--- src/rtl/multicycle_control_unit.sv ---
// Multi-cycle control FSM for the 16-bit processor: FETCH/DECODE/EXEC/MEM/WB sequencing,
// memory-ready stalls, HALT, illegal-opcode flag and a retired-instruction counter.
// Optional memory-stall watchdog enabled by defining CU_MEM_TIMEOUT_EN.
module multicycle_control_unit #(
  parameter int OPCODE_W    = 4,
  parameter int CNT_W       = 16,
  parameter int MEM_TIMEOUT = 15
) (
  input  logic                clk,
  input  logic                rst_n,
  input  logic                i_start,
  input  logic [OPCODE_W-1:0] i_opcode,
  input  logic                i_mem_ready,
  output logic                o_pc_write,
  output logic                o_ir_write,
  output logic                o_iord,
  output logic                o_mem_read,
  output logic                o_mem_write,
  output logic [1:0]          o_reg_dst,
  output logic [1:0]          o_mem_to_reg,
  output logic [1:0]          o_alu_op,
  output logic                o_alu_src,
  output logic                o_reg_write,
  output logic                o_branch,
  output logic                o_jump,
  output logic                o_sign_or_zero,
  output logic                o_busy,
  output logic                o_illegal,
  output logic                o_mem_timeout,
  output logic [CNT_W-1:0]    o_retired,
  output logic [2:0]          o_state
);

  localparam logic [2:0] S_IDLE   = 3'd0;
  localparam logic [2:0] S_FETCH  = 3'd1;
  localparam logic [2:0] S_DECODE = 3'd2;
  localparam logic [2:0] S_EXEC   = 3'd3;
  localparam logic [2:0] S_MEM    = 3'd4;
  localparam logic [2:0] S_WB     = 3'd5;
  localparam logic [2:0] S_HALTED = 3'd6;

  localparam logic [2:0] OP_R    = 3'd0;
  localparam logic [2:0] OP_SLTI = 3'd1;
  localparam logic [2:0] OP_J    = 3'd2;
  localparam logic [2:0] OP_JAL  = 3'd3;
  localparam logic [2:0] OP_LW   = 3'd4;
  localparam logic [2:0] OP_SW   = 3'd5;
  localparam logic [2:0] OP_BEQ  = 3'd6;
  localparam logic [2:0] OP_ADDI = 3'd7;

  logic [2:0]          r_state;
  logic [2:0]          w_next;
  logic [OPCODE_W-1:0] r_op_q;
  logic [CNT_W-1:0]    r_retired;
  logic [OPCODE_W-1:0] w_dec_op;
  logic [2:0]          w_op3;
  logic                w_halt_op;
  logic                w_illegal_op;
  logic                w_retire;
  logic                w_timeout;

  // op_q only becomes valid after the DECODE edge, so DECODE itself looks at the live opcode.
  assign w_dec_op     = (r_state == S_DECODE) ? i_opcode : r_op_q;
  assign w_op3        = w_dec_op[2:0];
  assign w_halt_op    = (OPCODE_W > 3) && (&w_dec_op);
  assign w_illegal_op = (OPCODE_W > 3) && !w_halt_op && (int'(w_dec_op) > 7);

`ifdef CU_MEM_TIMEOUT_EN
  localparam int TW = $clog2(MEM_TIMEOUT + 1);
  logic [TW-1:0] r_stall_cnt;
  logic          w_stalling;

  assign w_stalling = ((r_state == S_FETCH) || (r_state == S_MEM)) && !i_mem_ready;
  assign w_timeout  = w_stalling && (r_stall_cnt == TW'(MEM_TIMEOUT - 1));

  // Any cycle that is not a continuing stall leaves the counter at zero for the next access.
  always_ff @(posedge clk or negedge rst_n) begin
    if (!rst_n)                      r_stall_cnt <= '0;
    else if (w_stalling && !w_timeout) r_stall_cnt <= r_stall_cnt + 1'b1;
    else                             r_stall_cnt <= '0;
  end
`else
  assign w_timeout = 1'b0;
`endif

  always_comb begin
    // NOTE: every output of this block gets a default first so no path can infer a latch.
    w_next         = r_state;
    w_retire       = 1'b0;
    o_pc_write     = 1'b0;
    o_ir_write     = 1'b0;
    o_iord         = 1'b0;
    o_mem_read     = 1'b0;
    o_mem_write    = 1'b0;
    o_reg_dst      = 2'd0;
    o_mem_to_reg   = 2'd0;
    o_alu_op       = 2'b00;
    o_alu_src      = 1'b0;
    o_reg_write    = 1'b0;
    o_branch       = 1'b0;
    o_jump         = 1'b0;
    o_sign_or_zero = 1'b1;
    o_illegal      = 1'b0;
    o_mem_timeout  = 1'b0;
    case (r_state)
      S_IDLE, S_HALTED: if (i_start) w_next = S_FETCH;
      S_FETCH: begin
        if (w_timeout) begin
          o_mem_timeout = 1'b1;
          w_next        = S_HALTED;
        end else begin
          o_mem_read = 1'b1;
          if (i_mem_ready) begin
            o_ir_write = 1'b1;
            o_pc_write = 1'b1;
            w_next     = S_DECODE;
          end
        end
      end
      S_DECODE: begin
        if (w_halt_op) begin
          w_next = S_HALTED;
        end else if (w_illegal_op) begin
          o_illegal = 1'b1;
          w_next    = S_FETCH;
        end else if (w_op3 == OP_J || w_op3 == OP_JAL) begin
          o_jump     = 1'b1;
          o_pc_write = 1'b1;
          w_retire   = 1'b1;
          w_next     = S_FETCH;
          if (w_op3 == OP_JAL) begin
            o_reg_write  = 1'b1;
            o_reg_dst    = 2'd2;
            o_mem_to_reg = 2'd2;
          end
        end else begin
          w_next = S_EXEC;
        end
      end
      S_EXEC: begin
        case (w_op3)
          OP_BEQ:               o_alu_op = 2'b01;
          OP_SLTI:              o_alu_op = 2'b10;
          OP_LW, OP_SW, OP_ADDI: o_alu_op = 2'b11;
          default:              o_alu_op = 2'b00;
        endcase
        o_alu_src      = (w_op3 == OP_SLTI) || (w_op3 == OP_LW) ||
                         (w_op3 == OP_SW)   || (w_op3 == OP_ADDI);
        o_sign_or_zero = (w_op3 != OP_SLTI);
        o_branch       = (w_op3 == OP_BEQ);
        if (w_op3 == OP_BEQ) begin
          w_retire = 1'b1;
          w_next   = S_FETCH;
        end else if (w_op3 == OP_LW || w_op3 == OP_SW) begin
          w_next = S_MEM;
        end else begin
          w_next = S_WB;
        end
      end
      S_MEM: begin
        if (w_timeout) begin
          o_mem_timeout = 1'b1;
          w_next        = S_HALTED;
        end else begin
          o_iord      = 1'b1;
          o_mem_read  = (w_op3 == OP_LW);
          o_mem_write = (w_op3 == OP_SW);
          if (i_mem_ready) begin
            w_retire = (w_op3 == OP_SW);
            w_next   = (w_op3 == OP_LW) ? S_WB : S_FETCH;
          end
        end
      end
      S_WB: begin
        o_reg_write  = 1'b1;
        o_reg_dst    = (w_op3 == OP_R)  ? 2'd1 : 2'd0;
        o_mem_to_reg = (w_op3 == OP_LW) ? 2'd1 : 2'd0;
        w_retire     = 1'b1;
        w_next       = S_FETCH;
      end
      default: w_next = S_IDLE;
    endcase
  end

  // NOTE: sequential state uses non-blocking assignments so all registers update together.
  always_ff @(posedge clk or negedge rst_n) begin
    if (!rst_n) begin
      r_state   <= S_IDLE;
      r_op_q    <= '0;
      r_retired <= '0;
    end else begin
      r_state <= w_next;
      if (r_state == S_DECODE) r_op_q <= i_opcode;
      if (w_retire) r_retired <= r_retired + 1'b1;
    end
  end

  assign o_busy    = (r_state != S_IDLE) && (r_state != S_HALTED);
  assign o_retired = r_retired;
  assign o_state   = r_state;

endmodule

--- config.mk ---
export PLATFORM = sky130hd
export DESIGN_NAME = multicycle_control_unit
export DESIGN_NICKNAME = d
export VERILOG_FILES = /design/src/rtl/multicycle_control_unit.sv
export SDC_FILE = /design/constraint.sdc
export NUM_CORES = 1
export LEC_CHECK = 0
export BUFFER_PORTS_ARGS = -buffer_cell sky130_fd_sc_hd__buf_4
export CAP_MARGIN = 10
export CORE_ASPECT_RATIO = 1.1
export CORE_UTILIZATION = 46
export DETAILED_ROUTE_END_ITERATION = 10
export PLACE_DENSITY = 0.76
export SLEW_MARGIN = 25
export SYNTH_ARGS = -nofsm -noshare
export SYNTH_HDL_FRONTEND = slang
export SYNTH_SLANG_ARGS = --single-unit
export TNS_END_PERCENT = 1
--- constraint.sdc ---
create_clock -name clk -period 2 [get_ports clk]
set_input_delay 0 -clock clk [delete_from_list [all_inputs] [get_ports clk]]
set_output_delay 0 -clock clk [all_outputs]
set_load 0.03 [all_outputs]
### Word level (Yosys, flattened, before mapping)

Cells that the tools add are included.

| cells by class | value |
|---|---|
| shift operators | 0 |
| bitwise gates (word level) | 0 |
| eq/ne operators | 18 |
| $add $sub $neg | 1 |
| reductions and logical operators | 15 |
| div/mod/pow operators | 0 |
| order comparisons | 1 |
| multiplexer cells | 45 |
| $mul | 0 |

Operators with widths:

| operator | count |
|---|---|
| 2-to-1 mux 1 bit | 23 |
| equality test 3 bit (second input constant) | 7 |
| 2-to-1 mux 3 bit | 6 |
| case mux 3 bit (6 select lines) | 1 |
| adder 16 x 1 -> 16 bit (second input constant) | 1 |
| 2-to-1 mux 2 bit | 7 |
| equality test 3 x 2 -> 1 bit (second input constant) | 4 |
| case mux 2 bit (2 select lines) | 2 |
| equality test 3 x 1 -> 1 bit (second input constant) | 2 |
| logical NOT 3 bit | 2 |
| inequality test 2 bit (second input constant) | 3 |
| case mux 1 bit (2 select lines) | 3 |
| case mux 2 bit (3 select lines) | 1 |
| logical OR 1 bit | 5 |
| greater-than comparator 4 x 3 -> 1 bit (second input constant) | 1 |
| 2-to-1 mux 4 bit | 1 |
| case mux 1 bit (4 select lines) | 1 |
| AND reduction 4 bit | 1 |
| inequality test 3 x 1 -> 1 bit (second input constant) | 1 |
| inequality test 3 bit (second input constant) | 1 |
| AND reduction 3 bit | 1 |
| nonzero test 3 bit | 1 |
| OR reduction 3 bit | 1 |
| logical AND 1 bit | 2 |
| other kinds (2) | 2 |

| word-level totals | value |
|---|---|
| logic and storage cells | 83 |
| register bits after elaboration | 23 |
| input port bits | 8 |
| memory bits (read-only) | 0 |
| output and inout bits | 38 |
| RAM bits | 0 |
| memories | 0 |
| bits in latches | 0 |

### Depth between registers and ports, before layout

| depth | value |
|---|---|
| depth after elaboration | 8 |
| mapped depth | 8 |
| depth with buffers taken out | 6 |

### Worst setup path after synthesis

OpenSTA, ideal clock, no wires.

| timing | value |
|---|---|
| path kind | register -> register |
| from | register r_state[2], in the netlist o_state[2] |
| to | register r_retired[14], in the netlist o_retired[14] |
| library setup time | 0.080 ns |
| buffers on the path | 2 |
| setup slack | -0.782 ns |
| cell stages (with the launch flop) | 8 |
| arrival time | 2.702 ns |
| path through | dfrtp_1 -> buf_2 -> nor3b_1 -> and4_1 -> mux2i_2 -> buf_4 -> a2111oi_4 -> xor2_1 |

| on the way | value |
|---|---|
| longest elaborated chain between the ends | 8 |
| elaborated cells between the ends (all ways) | 20 |

Ends and longest elaborated chain:

| item | line | RTL |
|---|---|---|
| start: declaration | 51 | `logic [2:0] r_state;` |
| start signal: assignment | 192 | `r_state <= w_next;` |
| branches (longest 7 deep; another with greater-than comparator 4 x 3 -> 1 bit) | -- |  |
| case mux 1 bit (4 select lines) (*) | 105 | `case (r_state)` |
| end signal: assignment | 194 | `if (w_retire) r_retired <= r_retired + 1'b1;` |
| end: declaration | 54 | `logic [CNT_W-1:0] r_retired;` |

Every way passes the cells marked *.
A chain may end at the register's enable or synchronous reset.

### Worst setup path in the final report

| timing | value |
|---|---|
| from | register r_state[0], in the netlist o_state[0] |
| to | register r_retired[1], in the netlist o_retired[1] |

| on the way | value |
|---|---|
| longest elaborated chain between the ends | 8 |
| elaborated cells between the ends (all ways) | 20 |

Ends and longest elaborated chain:

| item | line | RTL |
|---|---|---|
| equality test 3 x 2 -> 1 bit (*) | 63 | `assign w_dec_op = (r_state == S_DECODE) ? i_opcode : r_op_q;` |
| 2-to-1 mux 4 bit (*) | -- |  |
| via w_dec_op[1] | 55 | `logic [OPCODE_W-1:0] w_dec_op;` |
| branches (longest 5 deep; another with greater-than comparator 4 x 3 -> 1 bit) | -- |  |
| case mux 1 bit (4 select lines) (*) | 105 |  |

Mark *: on every way through the listed nets, which the timed path passes.

==> reports/metrics.cfg <==
[routing]
routed-via-count = 1403
drt-met1-wl_um = 1540
drt-total-wl_um = 3990
top_layer = met4
wl_met3_um = 162
dr_wl_met2_um = 2210
wl_per_cell_um = 16.6
drc_errors = 0
drt_iter0_markers = 30
ant_nets = 0
drt-vias-per-instance = 5.85
firstDrtPassIters = 4

[logic_synthesis]
syn-cell-area_sq_um = 1460
syn_inst = 151
synth_fp_nets = 160
avgSynthCellArea_sq_um = 9.68
seq_area_frac_synth = 0.377
yosysUniqueCellTypes = 43
ys_warn_count = 0
synth-seq-cells = 22

[global_routing]
grt_use_total = 0.242
antenna_found_initial = 0
grt_pass1_wl_um = 6380
grt_max_degree = 23
overflow = 0
grt_pass1_vias = 1358

[timing]
setup_tns_ns = -1.46
max_freq_mhz = 466
rsz0062_at_grt = yes
fin_crit_sh = 1.07
hold_violations = 0
worst_pin_slew_ns = 0.569
setup_ws_ns = -0.146
finClkSkew_ns = 0.00987
slew_viol_final = 0
slew_headroom = 0.620
period_needed_ns = 2.15
setup-violations-final = 20

[clocking]
clock-root-buffer = clkbuf_4
cts_tree = built
worstSkewPairLatency_ns = 0.30
clk_pin_slew_ns = 0.13
cts_buffer_depth = 2
htreeDepth = 1
cts_sinks = 22
cts_buffers = 3

[run_status]
failed_checks = setup timing
status = complete, but fails checks

[critical_path]
r2r-end = o_retired[1]
r2r_start = o_state[0]
regToRegSetupSlack_ns = -0.15
critPathLaunchType = flip-flop
end_kind = flip-flop
worst_ep_arrival_time_ns = 2.34
cp.required_ns = 2.20
cp_max_fo = 5
path_class = flip-flop to flip-flop
r2r_cells = 7

[floorplan]
start_util = 0.479
die_area_sq_um = 3410
rows = 21
coreArea_sq_um = 3050
fp.dieH_um = 61.1
io_pins = 46
die_w_um = 55.7

[place]
place.detailed.hpwl_um = 2910
port_buffers = 44
pre_cts_ws_ns = -0.275
dp_cells = 231
gp_congestion = 0.899

[finish]
final_nets = 216
fin_cells = 240
n_fill_cell = 250
drive_gt1_frac = 0.432
utilization = 0.674
area_growth_pct = 40.6
diodes = 0

[min_path]
hold_end = o_state[1]
whs_path_depth = 3
hold_class = input pin to flip-flop
min-delay-start = i_start

[power]
p_per_area_nw_per_um2 = 1240
p_leak_nw = 0.791
ir_drop_v = 0.000727

[flow_run]
drv_cap = 0

-- cell type report --
cell class              count  area (sq um)  share of cell area
multi-input cells         115           952               0.463
flip-flops and latches     22           553               0.269
repair buffers             59           455               0.222
well taps                  34          42.5              0.0207
clock buffers               4          26.3              0.0128
inverters                   6          25.0              0.0122
-- cells in the final DEF, fill, tap and decap left out, types with 3 or more instances in the layout --
| master | count |
|---|---|
| and2_1 | 3 |
| buf_4 | 55 |
| a2111oi_1 | 3 |
| xor2_1 | 13 |
| dfrtp_1 | 20 |
| nor2_1 | 3 |
| nor2b_1 | 3 |
| nand2_1 | 14 |
| nand3_1 | 11 |
| inv_1 | 5 |
| clkbuf_4 | 3 |
| a21oi_1 | 10 |
| a2111oi_4 | 3 |
-- routing by layer --
metal	GRT usage	vias to the layer above
met4	0.104	0
met1	0.260	679
met2	0.492	49
met3	0.0273	8
met5	0	-
li1	-	667
-- per-stage QoR --
stage	power (W)	hold slack [ns]	cell area, sq um
6_report	0.00255	0.0554	2050
5_1_grt	0.00269	0.0882	2050
4_1_cts	0.00252	0.0566	2040
3_5_place_dp	0.00219	-0.0932	1910
3_3_place_gp	0.00216	-0.104	1910
2_1_floorplan	0.00170	-0.296	1510
-- logic make-up after synthesis --
logic type | Yosys count | synth area share
muxes | 7 | 0.0557
AOI/OAI and AO/OA | 33 | 0.202
adders and majority gates | 1 | 0.00856
other | 1 | 0.00257
xor gates and xnor gates | 15 | 0.0899
buffers and inverters | 15 | 0.0522
DFF | 22 | 0.377
and+or+nand+nor | 57 | 0.212
-- flip-flops by register name, summed over array words and instances, names as in the netlist --
signal / count
o_state: 3
r_op_q: 3
o_retired: 16
-- repair_timing --
item / CTS / global route
pin swaps: 2 / 0
endpoints found under the setup margin: 22 / 27
hold buffers: 2 / 0
hold endpoints to repair: 23 / 0
gates cloned: 1 / 0
resized for setup: 13 / 4
setup buffers: 2 / 0
-- synthesized netlist by cell type, drive strengths merged --
library cell,n,area (sq um)
nor3b,3,33.8
nor4,2,12.5
nor2b,3,18.8
inv,6,25.0
o221ai,1,8.76
nor2,4,15.0
nor3,4,20.0
ha,1,12.5
nand2b,2,12.5
clkbuf,2,7.51
mux2i,4,47.6
or3,1,6.26
buf,7,43.8
a41oi,1,8.76
or3b,1,8.76
a21oi,10,50.1
a21boi,1,7.51
a211oi,2,15.0
mux2,3,33.8
xnor2,2,17.5
o32a,1,10.0
nand3,12,60.1
nand2,16,60.1
xor2,13,114
a2111oi,8,133
o21ai,3,15.0
and3,1,6.26
nand4,1,6.26
or2,1,6.26
o22ai,2,12.5
and4,2,17.5
nand3b,1,7.51
conb,1,3.75
o32ai,1,16.3
and2,3,18.8
dfrtp,22,551
a31oi,3,18.8
-- report_power, final --
part	leakage, nW	internal [W]	total [W]	switching (W)
combinational	0.545	0.000629	0.00166	0.00103
clock	0.0150	0.0000777	0.000209	0.000132
sequential	0.231	0.000554	0.000681	0.000127
total	0.791	0.00126	0.00255	0.00129
-- how the worst max path moves through the flow --
stage	start	endpoint	slack (ns)	cells past startpoint
after detailed placement	o_state[0]	o_retired[8]	-0.27	5
after global placement	o_state[2]	o_retired[11]	-0.05	6
after floorplan	o_state[2]	o_retired[10]	-0.23	7
after CTS	o_state[0]	o_retired[1]	-0.13	7
final	o_state[0]	o_retired[1]	-0.15	7
after global routing	o_state[0]	o_retired[1]	-0.24	7
-- critical path: stages (launching register included) --
cell and delay (ns):
dfrtp_1 0.45, nor3b_4 0.30, mux2i_4 0.31, inv_4 0.07, mux2i_2 0.36, buf_4 0.20
nand2_2 0.06, mux2_2 0.28
No activity file was read; power rests on OpenSTA's default activity.
